$ cat src/rtl/ext_arbiter.sv
// Two-requester round-robin arbiter feeding a shared immediate extender.
// The single result register has one cycle of latency and a valid/ready output.
module ext_arbiter #(
  parameter int unsigned RR_INIT = 0,
  parameter int unsigned CNT_W   = 8
) (
  input  logic             clk,
  input  logic             rst_n,
  input  logic             req0_valid,
  input  logic [15:0]      req0_data,
  input  logic [1:0]       req0_op,
  output logic             req0_ready,
  input  logic             req1_valid,
  input  logic [15:0]      req1_data,
  input  logic [1:0]       req1_op,
  output logic             req1_ready,
  output logic             rsp_valid,
  input  logic             rsp_ready,
  output logic [31:0]      rsp_data,
  output logic             rsp_id,
  output logic             rsp_err,
  output logic [CNT_W-1:0] done_cnt
);

  localparam logic [1:0] OpZero    = 2'd0;
  localparam logic [1:0] OpSigned  = 2'd1;
  localparam logic [1:0] OpHighPos = 2'd2;

  typedef enum logic [0:0] {StEmpty, StFull} state_e;

  state_e           state_q, state_d;
  logic             prio_q, prio_d;
  logic [31:0]      data_q, data_d;
  logic             id_q, id_d;
  logic             err_q, err_d;
  logic [CNT_W-1:0] cnt_q, cnt_d;

  logic        can_accept;
  logic        both_valid;
  logic        grant1;
  logic        xfer;
  logic        consume;
  logic [15:0] sel_data;
  logic [1:0]  sel_op;
  logic [31:0] ext_data;
  logic        ext_err;

  assign can_accept = (state_q == StEmpty) || rsp_ready;
  assign both_valid = req0_valid && req1_valid;
  // Under contention the pointer decides; otherwise whoever is valid wins.
  assign grant1     = both_valid ? prio_q : req1_valid;
  assign xfer       = req0_ready || req1_ready;
  assign consume    = (state_q == StFull) && rsp_ready;

  assign sel_data = grant1 ? req1_data : req0_data;
  assign sel_op   = grant1 ? req1_op   : req0_op;

  always_comb begin
    ext_data = 32'd0;
    ext_err  = 1'b0;
    unique case (sel_op)
      OpZero:    ext_data = {16'd0, sel_data};
      OpSigned:  ext_data = {{16{sel_data[15]}}, sel_data};
      OpHighPos: ext_data = {sel_data, 16'd0};
      default:   ext_err  = 1'b1;
    endcase
  end

  // State register.
  always_ff @(posedge clk or negedge rst_n) begin
    if (!rst_n) begin
      state_q <= StEmpty;
    end else begin
      state_q <= state_d;
    end
  end

  // Next-state logic.
  always_comb begin
    state_d = state_q;
    if (xfer) begin
      state_d = StFull;
    end else if (consume) begin
      state_d = StEmpty;
    end
  end

  // Output logic.
  always_comb begin
    rsp_valid  = (state_q == StFull);
    req0_ready = can_accept && req0_valid && !grant1;
    req1_ready = can_accept && req1_valid && grant1;
    rsp_data   = data_q;
    rsp_id     = id_q;
    rsp_err    = err_q;
    done_cnt   = cnt_q;
  end

  always_comb begin
    data_d = data_q;
    id_d   = id_q;
    err_d  = err_q;
    prio_d = prio_q;
    cnt_d  = cnt_q;
    if (xfer) begin
      data_d = ext_data;
      id_d   = grant1;
      err_d  = ext_err;
      if (both_valid) begin
        prio_d = !grant1;
      end
    end
    if (consume) begin
      cnt_d = cnt_q + CNT_W'(1);
    end
  end

  always_ff @(posedge clk or negedge rst_n) begin
    if (!rst_n) begin
      data_q <= 32'd0;
      id_q   <= 1'b0;
      err_q  <= 1'b0;
      prio_q <= 1'(RR_INIT);
      cnt_q  <= '0;
    end else begin
      data_q <= data_d;
      id_q   <= id_d;
      err_q  <= err_d;
      prio_q <= prio_d;
      cnt_q  <= cnt_d;
    end
  end

endmodule

$ cat config.mk
export PLATFORM = sky130hd
export DESIGN_NAME = ext_arbiter
export DESIGN_NICKNAME = d
export VERILOG_FILES = /design/src/rtl/ext_arbiter.sv
export SDC_FILE = /design/constraint.sdc
export NUM_CORES = 1
export LEC_CHECK = 0
export ABC_AREA = 0
export BUFFER_PORTS_ARGS = -buffer_cell sky130_fd_sc_hd__buf_2
export CAP_MARGIN = 20
export CORE_UTILIZATION = 40
export DETAILED_ROUTE_END_ITERATION = 8
export HOLD_SLACK_MARGIN = 0.15
export PLACE_DENSITY_LB_ADDON = 0.2
export RECOVER_POWER = 100
export SETUP_SLACK_MARGIN = 0.5
export SLEW_MARGIN = 20
export SYNTH_ARGS = -nofsm -noshare
export SYNTH_HDL_FRONTEND = slang
export SYNTH_SLANG_ARGS = --single-unit
$ cat constraint.sdc
create_clock -name clk -period 1.9 [get_ports clk]
set_clock_uncertainty 0.1 [all_clocks]
set_input_delay 0.19 -clock clk [delete_from_list [all_inputs] [get_ports clk]]
set_output_delay 0.19 -clock clk [all_outputs]
set_load 0.05 [all_outputs]
---- Word level (Yosys, flattened, before mapping) ----
Index checks and enable logic that the tools add are counted.
word-level totals
  flip-flop bits (word level) ............. 44
  latch bits .............................. 0
  bits in writable memories ............... 0
  ROM bits ................................ 0
  input port bits ......................... 41
  output and inout port bits .............. 45
  word-level logic and storage cells ...... 30
  memories ................................ 0
operators by class
  $add $sub $neg .......................... 1
  multiply operators ...................... 0
  divide/modulo/power cells ............... 0
  $lt $le $gt $ge ......................... 0
  equal/unequal tests ..................... 2
  shift-type cells ........................ 0
  muxes and demuxes ....................... 7
  bitwise operators ....................... 1
  reduce and logical (&&, ||, !) cells .... 13
operator list
  operator               count
  $pmux W32 S3           1
  $mux W16               1
  $add A8 B1 Y8 const B  1
  $logic_and A1 B1 Y1    6
  $mux W1                4
  $reduce_or A3 Y1       1
  $eq A2 B1 Y1 const B   1
  $eq A2 B2 Y1 const B   1
  $logic_not A2 Y1       1
  $logic_or A1 B1 Y1     2
  $mux W2                1
  $reduce_and A2 Y1      1
  $reduce_bool A2 Y1     1
  $logic_not A1 Y1       1
  $not A1 Y1             1

---- Longest topological paths before layout ----
Gate-level depths: netlist of the first run.
  depth in word-level cells ............... 6
  mapped depth ............................ 6
  mapped depth without buffers ............ 4

---- Least setup slack after synthesis of the first run ----
Ideal clock, no wire load.
  path kind ............................... register to output
  start ................................... register state_q, in the netlist rsp_valid
  end ..................................... output req0_ready
  arrival time ............................ 1.703 ns
  required time ........................... 1.610 ns
  slack ................................... -0.093 ns
  stages on the path, launching flop included .. 4
  buffers on the path ..................... 0
  cell sequence ........................... dfrtp_1 -> nand2b_4 -> o21ai_2 -> a21oi_1
on the way
  cells in the longest elaborated chain, start to end .. 4
ends and longest elaborated chain
  element                           line  RTL
  from (decl)                       31    state_e state_q, state_d;
  from (signal assigned)            72    state_q <= StEmpty;
  from (signal assigned)            74    state_q <= state_d;
  $not A1 Y1                        48    assign can_accept = (state_q == StEmpty) || rsp_ready;
  $logic_or A1 B1 Y1                48
  $logic_and A1 B1 Y1 (2 in a row)  91    req0_ready = can_accept && req0_valid && !grant1;
  to (decl)                         12    output logic req0_ready,
Every way passes these cells.

---- Worst setup path in the final report of the first run ----
Same ends and word-level chain as after synthesis.

==> results of run 1 <==
==> cells by family (layout without fill, tap and decap cells) <==
logic type	count (synthesis)	count (layout)	share of synthesized area [%]
buf+inv	21	139	5.37
simple gates	109	110	28.3
fa+ha+maj	1	1	0.548
flops	44	44	48.2
xor+xnor	9	9	3.78
compound gates	54	54	13.3
mux	1	1	0.493
==> flip-flops by register name (all words and copies together) (netlist names) <==
| name | cells |
|---|---|
| rsp_valid | 1 |
| done_cnt | 8 |
| rsp_id | 1 |
| rsp_data | 32 |
| rsp_err | 1 |
| prio_q | 1 |
==> how the worst max path moves through the flow <==
stage,from,endpoint,slack (ps),cells after the start
after CTS,prio_q,req0_ready,340,4
final,rsp_valid,req0_ready,270,4
after global placement,prio_q,rsp_data[24],350,5
after detailed placement,prio_q,rsp_data[17],310,5
after global routing,rsp_valid,req1_ready,180,4
after floorplan,done_cnt[2],done_cnt[7],330,3
==> through the flow <==
| step | setup slack, ps | hold slack [ps] | utilization, % | instance area (um2) |
|---|---|---|---|---|
| after floorplan | 334 | -206 | - | 2350 |
| after global placement | 352 | 105 | 50.7 | 2790 |
| after detailed placement | 307 | 104 | 50.7 | 2790 |
| after CTS | 336 | 103 | 60.3 | 3320 |
| after global routing | 183 | 182 | 59.5 | 3280 |
| final | 275 | 154 | 59.5 | 3280 |
==> worst max-delay path: cells and delay by family (launching register included) <==
kind / cells / cell delay [ps]
flops: 1 / 400
compound gates: 2 / 340
buf+inv: 1 / 170
simple gates: 1 / 140
==> power breakdown <==
| group | switching, mW | internal, mW | leakage [nW] |
|---|---|---|---|
| registers | 0.186 | 1.19 | 0.516 |
| clock network | 0.315 | 0.259 | 0.0422 |
| logic | 1.39 | 0.547 | 0.809 |
| total | 1.90 | 2.00 | 1.37 |
==> per-layer routing <==
layer | vias up | wire length, um | GRT usage, %
met5 | - | 0 | 0
li1 | 1100 | - | -
met3 | 10 | 409 | 4.12
met4 | 0 | 68 | 5.66
met2 | 92 | 3150 | 37.5
met1 | 1127 | 3010 | 29.9
==> what timing repair did <==
| action | CTS | global route |
|---|---|---|
| pin swaps | 3 | 2 |
| hold endpoints to repair | 55 | 1 |
| resized for setup | 11 | 5 |
| setup endpoints to repair | 35 | 36 |
| setup buffers | 6 | 0 |
| gates cloned | 1 | 1 |
==> cells in the final DEF (no fill, tap or decap), types with 8 or more instances in the layout <==
master / count
nand2_1: 9
nor2_1: 34
dfrtp_1: 36
dfrtp_2: 8
a31oi_1: 16
dlygate4sd3_1: 33
nor3_1: 15
a21oi_1: 28
nand4b_1: 16
buf_2: 39
clkbuf_1: 46
nand3b_1: 18
==> layout make-up <==
class	instances	area, um2	area share, %
Tap cell	72	90.1	2.75
Clock inverter	1	5.00	0.153
Clock buffer	7	76.3	2.33
Multi-Input combinational cell	175	1140	34.7
Inverter	1	3.75	0.115
Timing Repair Buffer	130	855	26.1
Sequential cell	44	1110	33.9
==> results_dict.tcl, run 1 <==
set metrics [dict create \
    slew_viol_final 0 \
    clk_pin_slew_ps 80 \
    place_congestion 0.757 \
    clk_latency_ps 290 \
    synth_area_um2 2280 \
    synth_edf_count 0 \
    cap_violations 0 \
    synth_top_area_cell "dfrtp_1" \
    ys_seq_area_share_pct 48.2 \
    drt_iter0_drc 156 \
    rows 27 \
    finalCritPeriodShare_pct 85.5 \
    fin_setup_tns_ps 0 \
    die_width_um 77.6 \
    min_to "done_cnt[2]" \
    timing.final.crit_period_ps 1630 \
    n_fill_cell 507 \
    detail-route-antenna-nets 0 \
    start_kind "flip-flop" \
    yosys-top-cells-count "44 x dfrtp_1, 35 x nor2_1, 32 x a21oi_1" \
    grt_pass1_vias 2213 \
    port_buffers 85 \
    area_growth_pct 43.5 \
    status "completed" \
    drcViolationCount 0 \
    max_stage_delay_ps 400 \
    dp.cells 381 \
    max_freq_mhz 615 \
    start_util_pct 41.5 \
    drive_gt1_share_pct 22.9 \
    dpl.hpwl_um 4140 \
    cts-buffers-inserted 5 \
    r2r_slack_ps 330 \
    n_antenna_cell 0 \
    hold_class "primary input to flip-flop" \
    total_power_mw 3.89 \
    r2r_end "done_cnt[7]" \
    synth_area_leaders "dfrtp_1 48%, a21oi_1 7.0%, nand4b_1 6.1%" \
    viasPerCell 5.42 \
    finalWirelength_um 6640 \
    io_pins 86 \
    wl_per_cell_um 15.4 \
    num-nets-final 399 \
    antenna_found_initial 0 \
    ys_warn_count 0 \
    r2r-start "rsp_valid" \
    fin_cells 430 \
    critPathKind "flip-flop to primary output" \
    synthArstFlopShare_pct 100 \
    core_um2 5510 \
    netlist.area_leader.share_pct 48.2 \
    grt_overflow 0 \
    via_count 2329 \
    critical_path.max_fanout 8 \
    cts_tree "done" \
    die_h_um 77.6 \
    synth_fp_nets 281 \
    p_leak_nw 1.37 \
    cp_slowest_cell "dfrtp_2" \
    ys_ff_latch 44 \
    arrival_ps 1340 \
    path_cells "nand2b_1 -> o21ai_2 -> a21oi_4 -> buf_6" \
    hp-start "rsp_ready" \
    worst-r2r-cell-count 4 \
    h-tree-depth 2 \
    crit_required_ps 1610 \
    grt_max_degree 49 \
    avgSynthCellArea_um2 9.55 \
    root_buffer "clkbuf_8" \
    cts_hold_buf 33 \
    drt_pass1_iterations 4 \
    synth_flop_cell "dfrtp_1" \
    clockBufferDepth 2 \
    rsz0062_at_grt "yes" \
    grt_use_total_pct 22.4 \
    cp-end-kind "primary output" \
    hold_viol_final 0 \
    tightest_slew_ps 615 \
    ys_types 36 \
    grt_pass1_wl_um 10700 \
    hold_depth 3 \
    dieArea_um2 6010 \
    clock_sinks 44 \
    yosysMostFrequentCell "dfrtp_1" \
    power.density_nw_per_um2 1190 \
    peakVddDrop_v 0.000533 \
    syn_inst 239 \
    slew_headroom_pct 59.0 \
    setup_violations 0 \
]
(Power assumes the default switching activity.)
==> run 2: changes to the inputs <==
Settings changed: CORE_UTILIZATION 40 to 31.
==> results_dict.tcl, run 2 (synthesis gave the netlist of run 1 again) <==
set metrics [dict create \
    antenna_found_initial 0 \
    arrival_ps 1370 \
    peakVddDrop_v 0.000544 \
    grt_use_total_pct 19.6 \
    root_buffer "clkbuf_8" \
    p_leak_nw 1.49 \
    cap_violations 0 \
    final_util_pct 51.8 \
    die_h_um 87.8 \
    viasPerCell 5.09 \
    via_count 2402 \
    grt_use_met1_pct 27.0 \
    finalCritPeriodShare_pct 87.5 \
    io_pins 86 \
    dp.cells 410 \
    clockBufferDepth 2 \
    clk_latency_ps 290 \
    dieArea_um2 7710 \
    h-tree-depth 2 \
    drt_iter0_drc 108 \
    setup_violations 0 \
    grt_pass1_vias 2235 \
    gr-usage-met3_pct 3.11 \
    cp_slowest_cell "dfrtp_1" \
    r2r_slack_ps 260 \
    fin_setup_tns_ps 0 \
    drcViolationCount 0 \
    critPathKind "flip-flop to primary output" \
    clock_sinks 44 \
    grt_pass1_wl_um 11500 \
    slew_headroom_pct 52.1 \
    holdWs_ps 145 \
    r2r-start "prio_q" \
    drive_gt1_share_pct 29.5 \
    start_kind "flip-flop" \
    cts_hold_buf 33 \
    path_cells "nand2b_1 -> buf_12 -> a21oi_4 -> buf_6" \
    slew_viol_final 0 \
    grt_overflow 0 \
    die_width_um 87.8 \
    hp-start "rsp_ready" \
    area_growth_pct 57.5 \
    dpl.hpwl_um 4530 \
    total_power_mw 4.20 \
    core_um2 6940 \
    num-nets-final 417 \
    min_to "done_cnt[2]" \
    grt_busiest_layer "met2" \
    wl_per_cell_um 16.6 \
    fin_cells 472 \
    port_buffers 85 \
    layout_commonest_cell "clkbuf_1" \
    pre_cts_ws_ps 292 \
    status "completed" \
    hold_depth 3 \
    detail-route-antenna-nets 0 \
    max_stage_delay_ps 380 \
    fin_area_um2 3600 \
    power.density_nw_per_um2 1170 \
    drt_pass1_iterations 4 \
    met2_usage_pct 32.1 \
    worst-r2r-cell-count 6 \
    max_freq_mhz 602 \
    crit_required_ps 1610 \
    final_cell_mix "46 x clkbuf_1, 41 x buf_2, 36 x dfrtp_1, 33 x dlygate4sd3_1, 32 x nor2_1" \
    rsz0062_at_grt "yes" \
    clk_pin_slew_ps 80 \
    start_util_pct 32.9 \
    cp-end-kind "primary output" \
    cts-buffers-inserted 5 \
    timing.final.crit_period_ps 1660 \
    r2r_end "rsp_data[24]" \
    grt_max_degree 24 \
    hold_viol_final 0 \
    n_antenna_cell 0 \
    placed_cell_area_um2 2860 \
    hold_class "primary input to flip-flop" \
    critical_path.max_fanout 3 \
    fin_ws_ps 238 \
    tightest_slew_ps 718 \
    largest_register_ffs 32 \
    rows 30 \
    place_congestion 0.744 \
    finalWirelength_um 7830 \
    cts_tree "done" \
]
run 2: cell types whose count changed in the layout (fill, tap and decap cells not counted), sizes merged:
cell / change
clkbuf: +5
bufinv: +1
buf: +10
nand4: +1
o21a: +1
run 2: worst max-delay path by stage:
stage / start / endpoint / depth (start not counted)
global route: prio_q / rsp_data[24] / 6
finish: prio_q / req0_ready / 4
floorplan: done_cnt[2] / done_cnt[7] / 3
detailed placement: prio_q / rsp_data[29] / 5
CTS: prio_q / req0_ready / 4
global placement: prio_q / rsp_data[27] / 5
run 2: what timing repair did:
item,CTS,global route
gates resized for setup,14,26
endpoints found under the hold margin,77,1
cloned,2,5
setup endpoints to repair,29,35
pin swaps,5,27
buffers inserted,10,4
run 2: where the power goes:
group | total [mW] | leakage (nW) | switching, mW | internal (mW)
Clock | 0.720 | 0.0552 | 0.330 | 0.391
Combinational | 2.10 | 0.920 | 1.46 | 0.640
Sequential | 1.37 | 0.516 | 0.180 | 1.19
Total | 4.20 | 1.49 | 1.97 | 2.22
run 2: cell type report:
class                           count  area (um2)
Sequential cell                    44        1110
Tap cell                           96         120
Multi-Input combinational cell    177        1200
Inverter                            1        3.75
Timing Repair Buffer              146        1050
Fill cell                         669        3350
Clock inverter                      2        35.0
Clock buffer                        6        72.6
run 2: metal layers:
layer,share of wire [%],vias up,wire length [um]
met2,47,107,3700
met3,5.8,15,453
li1,-,1152,-
met5,0,-,0
met1,45,1128,3530
met4,1.8,0,140
run 2: critical path, delay by kind of cell, from the launching register on:
kind / cells / cell delay (ps)
AND/OR/NAND/NOR: 1 / 240
buffers and inverters: 2 / 350
flip-flops: 1 / 380
AO/OA/AOI/OAI: 1 / 100
==> run 3: changes to the inputs <==
Settings changed: BUFFER_PORTS_ARGS -buffer_cell sky130_fd_sc_hd__buf_2 to default, DONT_BUFFER_PORTS from default to 1.
==> results_dict.tcl, run 3 (synthesis gave the netlist of run 1 again) <==
set metrics [dict create \
    timing.final.crit_period_ps 1690 \
    peakVddDrop_v 0.000382 \
    pre_cts_ws_ps 295 \
    final_cell_mix "38 x dfrtp_1, 35 x dlygate4sd3_1, 34 x nor2_1, 31 x a21oi_1, 18 x nand3b_1" \
    via_count 2139 \
    io_pins 86 \
    start_util_pct 32.9 \
    critical_path.max_fanout 4 \
    drive_gt1_share_pct 14.7 \
    start_kind "flip-flop" \
    holdWs_ps -20.4 \
    violations "negative hold slack" \
    layout_commonest_cell "dfrtp_1" \
    slew_headroom_pct 45.9 \
    slew_viol_final 0 \
    grt_overflow 0 \
    finalWirelength_um 7440 \
    die_h_um 87.8 \
    dp.cells 328 \
    setup_violations 0 \
    detail-route-antenna-nets 0 \
    finalCritPeriodShare_pct 88.7 \
    cts_tree "done" \
    fin_ws_ps 214 \
    num-nets-final 326 \
    clk_latency_ps 300 \
    n_fill_cell 694 \
    total_power_mw 3.77 \
    largest_register_ffs 32 \
    grt_pass1_vias 2046 \
    dpl.hpwl_um 4270 \
    port_buffers 0 \
    core_um2 6940 \
    arrival_ps 1400 \
    critPathKind "flip-flop to primary output" \
    fin_setup_tns_ps 0 \
    dieArea_um2 7710 \
    die_width_um 87.8 \
    power.density_nw_per_um2 1210 \
    clock_sinks 44 \
    clockBufferDepth 2 \
    rsz0062_at_grt "yes" \
    h-tree-depth 2 \
    rows 30 \
    n_antenna_cell 0 \
    cts-buffers-inserted 5 \
    place_congestion 0.747 \
    status "complete, but fails checks" \
    clk_pin_slew_ps 90 \
    max_freq_mhz 593 \
    grt_pass1_wl_um 11000 \
    hold_viol_final 11 \
    drcViolationCount 0 \
    crit_required_ps 1610 \
    cts_hold_buf 37 \
    fin_cells 381 \
    cp-end-kind "primary output" \
    hold_class "primary input to flip-flop" \
    drt_iter0_drc 101 \
    area_growth_pct 36.3 \
    viasPerCell 5.61 \
    grt_max_degree 45 \
    p_leak_nw 1.25 \
    tightest_slew_ps 812 \
    drt_pass1_iterations 6 \
    antenna_found_initial 0 \
    final_util_pct 44.8 \
    root_buffer "clkbuf_8" \
    grt_use_total_pct 19.0 \
    cap_violations 0 \
    wl_per_cell_um 19.5 \
]
run 3: worst paths after layout:
| check | start | end | slack (ps) | cells past startpoint |
|---|---|---|---|---|
| setup / recovery | rsp_valid | req0_ready | 210 | 4 |
| max in group asynchronous | rst_n | done_cnt[3] | 1180 | 2 |
| min in group asynchronous | rst_n | done_cnt[6] | 300 | 2 |
| hold reg to reg | prio_q | prio_q | 400 | 1 |
| hold / removal | req1_valid | prio_q | -20 | 2 |
| setup reg to reg | rsp_valid | rsp_data[14] | 220 | 5 |
run 3: per-stage QoR:
stage | hold WS, ps | area [um2]
after floorplan | -206 | 2350
after CTS | -38.5 | 3070
after detailed placement | -203 | 2470
final | -20.4 | 3110
after global routing | -26.5 | 3110
after global placement | -204 | 2470
run 3: routing by layer:
metal	track usage, %	wire length [um]
met5	0	0
met4	6.26	165
met3	5.84	650
met2	29.9	3250
met1	24.7	3380
run 3: report_power, final:
part | leakage, nW | switching [mW] | total (mW) | internal [mW]
clock network | 0.0455 | 0.324 | 0.621 | 0.297
logic | 0.682 | 0.661 | 1.11 | 0.445
registers | 0.518 | 0.870 | 2.05 | 1.18
total | 1.25 | 1.86 | 3.77 | 1.92
run 3: layout make-up:
class,count,area (um2),area share [%]
repair buffers,57,638,20.5
inverters,1,3.75,0.121
multi-input cells,175,1150,36.9
clock buffers,8,90.1,2.89
well taps,96,120,3.86
flip-flops and latches,44,1110,35.7
run 3: timing repair:
action	in CTS	in global routing
gates cloned	2	2
buffers inserted	3	1
pin swaps	2	8
endpoints found under the setup margin	37	40
hold endpoints to repair	87	18
resized for setup	7	9
run 3: critical path: stages, from the launching register on:
cell and delay [ps]:
dfrtp_4 590, nand2b_4 120, o21ai_4 90, a21oi_4 140, buf_12 150
